<file path="src/rtl/rt_pkg.sv">
// Shared types and constants for the reaction-timer display path.
// Scheduler states, BCD digit type, display limits.
package rt_pkg;

  typedef enum logic [1:0] {
    IDLE,
    ISSUE,
    CONV
  } sched_state_t;

  typedef logic [3:0] bcd_digit_t;

  localparam int MAX_DISP_VAL = 9999;
  localparam int MS_BIN_W     = 14;

endpackage

</file>
<file path="src/rtl/bcd_conv_sched_if.sv">
// Handshake bundle between the scheduler and the bin2bcd converter.
// master: scheduler (drives start/operand); slave: converter.
interface bcd_conv_sched_if #(
  parameter int BIN_W = rt_pkg::MS_BIN_W
) ();
  import rt_pkg::*;

  logic             conv_start;
  logic [BIN_W-1:0] conv_bin;
  logic             conv_ready;
  logic             conv_done_tick;
  bcd_digit_t       conv_bcd3;
  bcd_digit_t       conv_bcd2;
  bcd_digit_t       conv_bcd1;
  bcd_digit_t       conv_bcd0;

  modport master (
    output conv_start,
    output conv_bin,
    input  conv_ready,
    input  conv_done_tick,
    input  conv_bcd3,
    input  conv_bcd2,
    input  conv_bcd1,
    input  conv_bcd0
  );

  modport slave (
    input  conv_start,
    input  conv_bin,
    output conv_ready,
    output conv_done_tick,
    output conv_bcd3,
    output conv_bcd2,
    output conv_bcd1,
    output conv_bcd0
  );

endinterface

</file>
<file path="src/rtl/lz_blank.sv">
// Leading-zero blanker for a 4-digit BCD display.
// Ports: d3..d1 digits in (d0 never blanks), blank[3:0] out.
module lz_blank
  import rt_pkg::*;
(
  input  bcd_digit_t d3,
  input  bcd_digit_t d2,
  input  bcd_digit_t d1,
  output logic [3:0] blank
);

  always_comb begin
    blank    = 4'b0000;
    blank[3] = (d3 == 4'd0);
    blank[2] = blank[3] & (d2 == 4'd0);
    blank[1] = blank[2] & (d1 == 4'd0);
    blank[0] = 1'b0;
  end

endmodule

</file>
<file path="src/rtl/bcd_conv_sched.sv">
// Sequences the shared bin2bcd converter: rate-limited conversions on
// value change or forced refresh, holds blanked digits, flags timeouts.
// Ports: clk, rst (sync, active-high), bin_in, force_req, cv (master),
// bcd3..bcd0, blank, ovf, busy, err.
module bcd_conv_sched
  import rt_pkg::*;
#(
  parameter int BIN_W         = MS_BIN_W,
  parameter int MAX_VAL       = MAX_DISP_VAL,
  parameter int UPDATE_CYCLES = 100000,
  parameter int CONV_TIMEOUT  = 64
) (
  input  logic             clk,
  input  logic             rst,
  input  logic [BIN_W-1:0] bin_in,
  // "force" is a reserved word, hence the _req suffix
  input  logic             force_req,
  bcd_conv_sched_if.master cv,
  output bcd_digit_t       bcd3,
  output bcd_digit_t       bcd2,
  output bcd_digit_t       bcd1,
  output bcd_digit_t       bcd0,
  output logic [3:0]       blank,
  output logic             ovf,
  output logic             busy,
  output logic             err
);

  localparam int RATE_W = $clog2(UPDATE_CYCLES + 1);
  localparam int TMO_W  = $clog2(CONV_TIMEOUT + 1);

  localparam logic [RATE_W-1:0] RATE_MAX =
    RATE_W'(UPDATE_CYCLES - 1);
  localparam logic [TMO_W-1:0] TMO_MAX =
    TMO_W'(CONV_TIMEOUT - 1);
  localparam logic [BIN_W-1:0] SAT_VAL =
    BIN_W'(MAX_VAL);

  sched_state_t      state_q, state_d;
  logic [RATE_W-1:0] rate_cnt_q, rate_cnt_d;
  logic [TMO_W-1:0]  tmo_cnt_q, tmo_cnt_d;
  logic              force_pend_q, force_pend_d;
  logic [BIN_W-1:0]  conv_bin_q, conv_bin_d;
  logic [BIN_W-1:0]  last_bin_q, last_bin_d;
  logic              pend_ovf_q, pend_ovf_d;
  logic              ovf_q, ovf_d;
  logic              err_q, err_d;
  bcd_digit_t        d3_q, d3_d;
  bcd_digit_t        d2_q, d2_d;
  bcd_digit_t        d1_q, d1_d;
  bcd_digit_t        d0_q, d0_d;

  logic             sat_flag;
  logic [BIN_W-1:0] sat_val;

  always_comb begin
    sat_flag = (bin_in > SAT_VAL);
    sat_val  = sat_flag ? SAT_VAL : bin_in;
  end

  always_comb begin
    state_d      = state_q;
    tmo_cnt_d    = tmo_cnt_q;
    force_pend_d = force_pend_q;
    conv_bin_d   = conv_bin_q;
    last_bin_d   = last_bin_q;
    pend_ovf_d   = pend_ovf_q;
    ovf_d        = ovf_q;
    err_d        = err_q;
    d3_d         = d3_q;
    d2_d         = d2_q;
    d1_d         = d1_q;
    d0_d         = d0_q;
    rate_cnt_d   = (rate_cnt_q == RATE_MAX) ?
                   rate_cnt_q : rate_cnt_q + 1'b1;

    unique case (state_q)
      IDLE: begin
        if (cv.conv_ready &&
            (force_pend_q ||
             (sat_val != last_bin_q &&
              rate_cnt_q == RATE_MAX))) begin
          state_d      = ISSUE;
          conv_bin_d   = sat_val;
          pend_ovf_d   = sat_flag;
          force_pend_d = 1'b0;
        end
      end
      ISSUE: begin
        state_d    = CONV;
        tmo_cnt_d  = '0;
        rate_cnt_d = '0;
      end
      CONV: begin
        // a tick on the timeout cycle still wins
        if (cv.conv_done_tick) begin
          state_d    = IDLE;
          d3_d       = cv.conv_bcd3;
          d2_d       = cv.conv_bcd2;
          d1_d       = cv.conv_bcd1;
          d0_d       = cv.conv_bcd0;
          ovf_d      = pend_ovf_q;
          last_bin_d = conv_bin_q;
        end else if (tmo_cnt_q == TMO_MAX) begin
          state_d = IDLE;
          err_d   = 1'b1;
        end else begin
          tmo_cnt_d = tmo_cnt_q + 1'b1;
        end
      end
      default: state_d = IDLE;
    endcase

    // a force landing on ISSUE entry re-arms
    force_pend_d = force_pend_d | force_req;
  end

  always_ff @(posedge clk) begin
    if (rst) begin
      state_q      <= IDLE;
      rate_cnt_q   <= RATE_MAX;
      tmo_cnt_q    <= '0;
      force_pend_q <= 1'b0;
      conv_bin_q   <= '0;
      last_bin_q   <= '0;
      pend_ovf_q   <= 1'b0;
      ovf_q        <= 1'b0;
      err_q        <= 1'b0;
      d3_q         <= '0;
      d2_q         <= '0;
      d1_q         <= '0;
      d0_q         <= '0;
    end else begin
      state_q      <= state_d;
      rate_cnt_q   <= rate_cnt_d;
      tmo_cnt_q    <= tmo_cnt_d;
      force_pend_q <= force_pend_d;
      conv_bin_q   <= conv_bin_d;
      last_bin_q   <= last_bin_d;
      pend_ovf_q   <= pend_ovf_d;
      ovf_q        <= ovf_d;
      err_q        <= err_d;
      d3_q         <= d3_d;
      d2_q         <= d2_d;
      d1_q         <= d1_d;
      d0_q         <= d0_d;
    end
  end

  lz_blank u_lz_blank (
    .d3    (d3_q),
    .d2    (d2_q),
    .d1    (d1_q),
    .blank (blank)
  );

  assign cv.conv_start = (state_q == ISSUE);
  assign cv.conv_bin   = conv_bin_q;
  assign busy          = (state_q != IDLE);
  assign bcd3          = d3_q;
  assign bcd2          = d2_q;
  assign bcd1          = d1_q;
  assign bcd0          = d0_q;
  assign ovf           = ovf_q;
  assign err           = err_q;

endmodule

</file>
<file path="src/flat_wrapper.sv">
// flat-port wrapper written by rule: the top's interface ports become plain ports
module bcd_conv_sched_flat import rt_pkg::*;
#(
  parameter int BIN_W         = MS_BIN_W,
  parameter int MAX_VAL       = MAX_DISP_VAL,
  parameter int UPDATE_CYCLES = 100000,
  parameter int CONV_TIMEOUT  = 64
)
  (clk, rst, bin_in, force_req, bcd3, bcd2, bcd1, bcd0, blank, ovf, busy, err, cv_conv_start, cv_conv_bin, cv_conv_ready, cv_conv_done_tick, cv_conv_bcd3, cv_conv_bcd2, cv_conv_bcd1, cv_conv_bcd0);
  bcd_conv_sched_if #(.BIN_W(BIN_W)) cv_i ();
  input  logic clk;
  input  logic rst;
  input  logic [BIN_W-1:0] bin_in;
  input  logic force_req;
  output bcd_digit_t bcd3;
  output bcd_digit_t bcd2;
  output bcd_digit_t bcd1;
  output bcd_digit_t bcd0;
  output logic [3:0] blank;
  output logic ovf;
  output logic busy;
  output logic err;
  output wire logic [$bits(cv_i.conv_start)-1:0] cv_conv_start;
  output wire logic [$bits(cv_i.conv_bin)-1:0] cv_conv_bin;
  input wire logic [$bits(cv_i.conv_ready)-1:0] cv_conv_ready;
  input wire logic [$bits(cv_i.conv_done_tick)-1:0] cv_conv_done_tick;
  input wire logic [$bits(cv_i.conv_bcd3)-1:0] cv_conv_bcd3;
  input wire logic [$bits(cv_i.conv_bcd2)-1:0] cv_conv_bcd2;
  input wire logic [$bits(cv_i.conv_bcd1)-1:0] cv_conv_bcd1;
  input wire logic [$bits(cv_i.conv_bcd0)-1:0] cv_conv_bcd0;
  assign cv_conv_start = cv_i.conv_start;
  assign cv_conv_bin = cv_i.conv_bin;
  assign cv_i.conv_ready = cv_conv_ready;
  assign cv_i.conv_done_tick = cv_conv_done_tick;
  assign cv_i.conv_bcd3 = cv_conv_bcd3;
  assign cv_i.conv_bcd2 = cv_conv_bcd2;
  assign cv_i.conv_bcd1 = cv_conv_bcd1;
  assign cv_i.conv_bcd0 = cv_conv_bcd0;
  bcd_conv_sched #(.BIN_W(BIN_W), .MAX_VAL(MAX_VAL), .UPDATE_CYCLES(UPDATE_CYCLES), .CONV_TIMEOUT(CONV_TIMEOUT)) u_core (.clk(clk), .rst(rst), .bin_in(bin_in), .force_req(force_req), .cv(cv_i), .bcd3(bcd3), .bcd2(bcd2), .bcd1(bcd1), .bcd0(bcd0), .blank(blank), .ovf(ovf), .busy(busy), .err(err));
endmodule
</file>
<file path="config.mk">
export PLATFORM = sky130hd
export DESIGN_NAME = bcd_conv_sched_flat
export DESIGN_NICKNAME = d
export VERILOG_FILES = /design/src/rtl/rt_pkg.sv /design/src/rtl/bcd_conv_sched_if.sv /design/src/rtl/lz_blank.sv /design/src/rtl/bcd_conv_sched.sv /design/src/flat_wrapper.sv
export SDC_FILE = /design/constraint.sdc
export NUM_CORES = 1
export LEC_CHECK = 0
export ABC_AREA = 1
export CAP_MARGIN = 20
export CORE_MARGIN = 2
export CORE_UTILIZATION = 40
export DETAILED_ROUTE_END_ITERATION = 7
export MAX_ROUTING_LAYER = met4
export PLACE_DENSITY = 0.65
export SETUP_SLACK_MARGIN = 0.05
export SLEW_MARGIN = 40
export SYNTH_ARGS = -nofsm -noshare
export SYNTH_HDL_FRONTEND = slang
export SYNTH_SLANG_ARGS = --single-unit
</file>
<file path="constraint.sdc">
create_clock -name clk -period 4.9 [get_ports clk]
set_clock_uncertainty 0.2 [all_clocks]
set_input_delay 0.98 -clock clk [delete_from_list [all_inputs] [get_ports clk]]
set_output_delay 0.98 -clock clk [all_outputs]
set_load 0.01 [all_outputs]
</file>
# ---- Yosys cells after proc, flatten, opt, wreduce, memory -nomap -nowiden
# Index checks and enable logic that the tools add are counted.
dict set report op_classes {
  n_lt_le_gt_ge 1
  muxes 12
  eq_ne 10
  reduce_logical 15
  n_addsub 2
  bitwise 4
}
# cell n
set ops {}
lappend ops {{$mux W17} 2}
lappend ops {{$add A17 B1 Y17 const B} 1}
lappend ops {{$eq A17 B17 Y1 const B} 1}
lappend ops {{$gt A14 B14 Y1 const B} 1}
lappend ops {{$mux W14} 1}
lappend ops {{$mux W7} 2}
lappend ops {{$ne A14 B14 Y1} 1}
lappend ops {{$pmux W7 S2} 1}
lappend ops {{$logic_not A4 Y1} 3}
lappend ops {{$add A7 B1 Y7 const B} 1}
lappend ops {{$eq A7 B6 Y1 const B} 1}
lappend ops {{$mux W2} 3}
lappend ops {{$ne A2 B2 Y1 const B} 3}
lappend ops {{$pmux W2 S3} 1}
lappend ops {{$reduce_and A2 Y1} 3}
lappend ops {{$reduce_and A3 Y1} 2}
lappend ops {{$reduce_bool A2 Y1} 2}
lappend ops {{$ne A3 B2 Y1 const B} 1}
lappend ops {{$and A1 B1 Y1} 2}
lappend ops {{$eq A2 B1 Y1 const B} 1}
lappend ops {{$eq A2 B2 Y1 const B} 1}
lappend ops {{$logic_and A1 B1 Y1} 2}
lappend ops {{$logic_not A2 Y1} 1}
lappend ops {{$mux W1} 2}
lappend ops {{other kinds (5)} 5}
dict set report totals {
  regBits 74
  in_bits 35
  out_inout_bits 38
  elab_cells 58
}

# ---- Longest topological paths before layout
dict set report depth {
  depth_word 9
  mapped_depth 19
  depth_no_buf 19
}

# ---- By module
# Synthesis repeated with hierarchy kept, for this count alone.
dict set report unflattened {
  cells_unflattened 516
  area_unflattened_um2 3473.3
}
# mod area_each_um2 seq_area_each_um2 cells_per_inst n_inst
set modules_own_cells {}
lappend modules_own_cells {bcd_conv_sched 3379.5 1481.4 494 1}
lappend modules_own_cells {lz_blank 93.8 0.0 22 1}

# ---- Worst setup path before layout
# Ideal clock, no wire load.
dict set report synth_timing {
  kind {input-to-reg}
  start {in bin_in[10]}
  end {reg u_core.conv_bin_q[10], in the netlist u_core.cv.conv_bin[10]}
  arrival_ps 2326
  n_path_buf 2
  cell_stages 17
  slack_ps 2258
  path_cell_list {inv_1 > nor2_1 > nand2_1 > nand2_1 > nand2_2 > buf_2 > nand3_1 > nand2_1 > nor2_1 > nand2_1 > nor2_1 > nand2_1 > nand2_1 > nand2_4 > buf_4 > a21oi_1 > nor2_1}
}
dict set report synth_via {
  elab_chain_cells 7
}
# item line
set synth_rtl {}
lappend synth_rtl {{from (decl)} flat_wrapper.sv:13} ;# input logic [BIN_W-1:0] bin_in;
lappend synth_rtl {{$gt A14 B14 Y1} bcd_conv_sched.sv:57} ;# sat_flag = (bin_in > SAT_VAL);
lappend synth_rtl {{$mux W14 *} bcd_conv_sched.sv:58} ;# sat_val = sat_flag ? SAT_VAL : bin_in;
lappend synth_rtl {{$ne A14 B14 Y1} bcd_conv_sched.sv:81} ;# (sat_val != last_bin_q &&
lappend synth_rtl {{$logic_and A1 B1 Y1} bcd_conv_sched.sv:81}
lappend synth_rtl {{$logic_or A1 B1 Y1} bcd_conv_sched.sv:80} ;# (force_pend_q ||
lappend synth_rtl {{$logic_and A1 B1 Y1} bcd_conv_sched.sv:79} ;# if (cv.conv_ready &&
lappend synth_rtl {{$reduce_and A2 Y1 (no line)} --}
lappend synth_rtl {{to (signal assigned)} bcd_conv_sched.sv:138} ;# conv_bin_q <= conv_bin_d;
lappend synth_rtl {{to (decl)} bcd_conv_sched.sv:43} ;# logic [BIN_W-1:0] conv_bin_q, conv_bin_d;
# Mark *: on every way between the ends. The rest lies on a longest branch, timed or not.
# A chain may end at the register's enable or synchronous reset.

# ---- Worst setup path in the final report
dict set report layout_timing {
  start {in bin_in[4]}
  end {reg u_core.pend_ovf_q}
}
dict set report layout_via {
  elab_chain_cells 7
}
# item line
set layout_rtl {}
lappend layout_rtl {{$gt A14 B14 Y1} bcd_conv_sched.sv:57}
lappend layout_rtl {{$mux W14} bcd_conv_sched.sv:58}
lappend layout_rtl {{$ne A14 B14 Y1} bcd_conv_sched.sv:81}
lappend layout_rtl {{$logic_and A1 B1 Y1} bcd_conv_sched.sv:81}
lappend layout_rtl {{$logic_or A1 B1 Y1} bcd_conv_sched.sv:80}
lappend layout_rtl {{$logic_and A1 B1 Y1} bcd_conv_sched.sv:79}
lappend layout_rtl {{$reduce_and A2 Y1 (no line)} --}
lappend layout_rtl {{to (signal assigned)} bcd_conv_sched.sv:140} ;# pend_ovf_q <= pend_ovf_d;
lappend layout_rtl {{to (decl)} bcd_conv_sched.sv:45} ;# logic pend_ovf_q, pend_ovf_d;
# Parallel ways exist; a longest one is shown, timed or not.

==> results.json <==
{
  "status": "complete, no violations",
  "ir_drop_v": 0.000171,
  "synth_fa_ha_area_frac": 0.00737,
  "crit_arrival_ns": 3.27,
  "synth_compound_area_frac": 0.159,
  "cts_resized": 0,
  "grt_util_met1": 0.266,
  "drc": 0,
  "slew-limit-headroom": 0.534,
  "synth_edf_count": 0,
  "crit_path_max_fanout": 27,
  "power_mw": 1.44,
  "postCtsSetupBuffers": 0,
  "antennaDiodeCount": 0,
  "dpl.hpwl_um": 5920,
  "antenna_found_initial": 0,
  "setup_viol": 0,
  "cp_cell_sequence": "clkdlybuf4s50_1 -> nor2_1 -> nand2_1 -> nand2_1 -> nand2_1 -> nand2_2 -> inv_1 -> nor2_1 -> nand2_1 -> nand3_1 -> nor2_1 -> nand2_1 -> nand2_1 -> nand2_4 -> nand2_1 -> nor2_1 -> nor2_1",
  "wl_per_cell_um": 12.7,
  "drive_above_1_share": 0.0429,
  "yosysMostFrequentCell": "nand2_1",
  "synthSimpleGateAreaFrac": 0.284,
  "clk_path_buf_depth": 2,
  "grt_busiest_layer": "met2",
  "chipWidth_um": 96.1,
  "hp-class": "reg -> reg",
  "worstPathRequired_ns": 4.93,
  "r2r_start": "u_core.rate_cnt_q[0]$_SDFFE_PP1P_",
  "final_cells": 665,
  "min_period_ns": 3.24,
  "r2r_slack_ns": 2.42,
  "synthArstFlopShare": 0,
  "drv_slew": 0,
  "dp_cells": 649,
  "hold_ws_ns": 0.268,
  "die_area_mm2": 0.00924,
  "num_vias": 3291,
  "finalSetupTns_ns": 0,
  "tritoncts": "done",
  "nets": 592,
  "met2_usage": 0.307,
  "pin_count": 73,
  "synth_top_area_cell": "dfxtp_1",
  "hold_depth": 2,
  "gp_congestion": 0.851,
  "clock_sinks": 74,
  "yosys-top-cells-area": "dfxtp_1 44%, nand2_1 11%, a21oi_1 8.5%, inv_1 7.3%, nor2_1 6.1%",
  "gr-total-overflow": 0,
  "io_buffers": 71,
  "cts_made_buffers": 9,
  "synthTopCellsByCount": "97 x nand2_1, 74 x dfxtp_1, 66 x inv_1",
  "synth_area_mm2": 0.00340,
  "dpl-instance-area_mm2": 0.00415,
  "powerDensity_mw_per_mm2": 327,
  "hold_violations": 0,
  "ys_types": 30,
  "synth_top_family_by_area": "simple AND/OR/NAND/NOR gates",
  "synthMuxAreaShare": 0,
  "h-tree-depth": 3,
  "cts-hold-fix-buffers": 0,
  "synth_cells": 493,
  "crit_top_cell": "nand2_1",
  "vias_per_cell": 4.95,
  "drt_first_pass_iters": 4,
  "ys_ff_latch": 74,
  "yosysTopAreaCellShare": 0.436,
  "period_share": 0.660,
  "coreArea_mm2": 0.00822,
  "grt_pass1_wl_um": 14100,
  "critPathSlowestCell": "clkdlybuf4s50_1",
  "first_iter_violations": 174,
  "clk_latency_ns": 0.33,
  "initial_core_util": 0.413,
  "rsz0062_at_grt": "false",
  "design_area_mm2": 0.00439,
  "yosysSeqAreaShare": 0.436,
  "cap_viol_max_count": 0,
  "avgSynthCellArea_um2": 6.89,
  "hp-start": "u_core.bcd0[3]$_SDFFE_PP0P_",
  "grt_pass1_vias": 3048,
  "synth_xor_area_frac": 0.00774,
  "rows": 33,
  "synth_warnings": 0,
  "critical_path_class": "in -> reg",
  "area.growth.synth_to_final_pct": 29.4,
  "max_freq_mhz": 309,
  "die_y_um": 96.1,
  "grt_use_met3": 0.0407,
  "critPathLaunchType": "input pin",
  "worst_pin_slew_ns": 0.696,
  "hold_end": "u_core.bcd0[3]$_SDFFE_PP0P_",
  "crit_path_end_kind": "register",
  "synthFlopType": "dfxtp_1",
  "final_antenna_net_count": 0,
  "drt-total-wl_um": 8440,
  "cts_root_buf": "clkbuf_8",
  "max_stage_delay_ns": 0.46,
  "leakage_nw": 1.80,
  "grt_max_degree": 40,
  "grt.total_usage": 0.201,
  "r2r-end": "u_core.rate_cnt_q[16]$_SDFFE_PP1P_",
  "clk_pin_slew_worst_paths_ns": 0.08,
  "syn_nets": 530,
  "reg2reg_depth": 13
}
[critical path, delay by kind of cell]
family | cells | cell delay [ns]
and+or+nand+nor | 15 | 1.68
buffers and inverters | 2 | 0.59
[registers in the layout (all words and copies together), names as in the netlist, 2 cells and up]
register and flops:
u_core.rate_cnt_q 17, u_core.cv.conv_bin 14, u_core.last_bin_q 14, u_core.tmo_cnt_q 7, u_core.bcd0 4, u_core.bcd1 4, u_core.bcd2 4, u_core.bcd3 4
u_core.state_q 2
[cell type report]
cell class	count	area, µm²
repair buffers	73	726
well taps	105	131
inverters	66	248
clock inverters	5	103
clock buffers	11	131
fillers	810	3820
multi-input cells	331	1570
flip-flops and latches	74	1480
[kinds of logic (layout without fill, tap and decap cells)]
| kind of cell | count (synthesis) | after routing |
|---|---|---|
| simple gates | 221 | 221 |
| compound gates | 104 | 104 |
| buf+inv | 88 | 155 |
| flops | 74 | 74 |
| xor+xnor | 3 | 3 |
| fa+ha+maj | 2 | 2 |
| other cells | 1 | 1 |
[metrics by stage]
step                      setup slack, ns  utilization
after global routing                 1.32        0.535
after CTS                            1.69        0.534
after detailed placement             1.32        0.506
after floorplan                      2.26            -
after global placement               1.37        0.505
final                                1.66        0.535
[worst max-delay path by stage]
| stage | startpoint | end | depth (start not counted) |
|---|---|---|---|
| after floorplan | bin_in[10] | u_core.cv.conv_bin[10]$_SDFFE_PP0P_ | 17 |
| after global placement | bin_in[4] | u_core.pend_ovf_q$_SDFFE_PP0P_ | 19 |
| after detailed placement | bin_in[4] | u_core.pend_ovf_q$_SDFFE_PP0P_ | 17 |
| after CTS | bin_in[4] | u_core.pend_ovf_q$_SDFFE_PP0P_ | 17 |
| after global routing | bin_in[4] | u_core.pend_ovf_q$_SDFFE_PP0P_ | 19 |
| final | bin_in[4] | u_core.pend_ovf_q$_SDFFE_PP0P_ | 17 |
[cells in the final DEF (no fill, tap or decap), types with 2 or more instances in the layout]
| cell type | count |
|---|---|
| nand2_1 | 97 |
| dfxtp_1 | 74 |
| clkdlybuf4s50_1 | 71 |
| inv_1 | 66 |
| a21oi_1 | 58 |
| nor2_1 | 52 |
| nand3_1 | 35 |
| o21ai_0 | 35 |
| nor3_1 | 10 |
| clkbuf_8 | 9 |
| nand4_1 | 6 |
| nand3b_1 | 6 |
| nor4_1 | 5 |
| a31oi_1 | 3 |
| bufinv_16 | 3 |
| xor2_1 | 2 |
| o21ai_1 | 2 |
| nor2_2 | 2 |
| and3_1 | 2 |
| o211ai_1 | 2 |
| o31ai_1 | 2 |
| or2_2 | 2 |
| ha_1 | 2 |
| clkbuf_1 | 2 |
| buf_4 | 2 |
[report_power, final]
group          total [mW]  switching [mW]  internal [mW]
registers           0.653          0.0220          0.631
logic               0.225           0.123          0.102
clock network       0.560           0.222          0.338
total                1.44           0.367           1.07
[routing by layer]
metal | wire length (µm) | vias to the layer above
li1 | - | 1721
met1 | 4170 | 1492
met2 | 3790 | 76
met3 | 459 | 2
met4 | 14 | 0
met5 | 0 | -
Power figures use the tool's default switching activity.
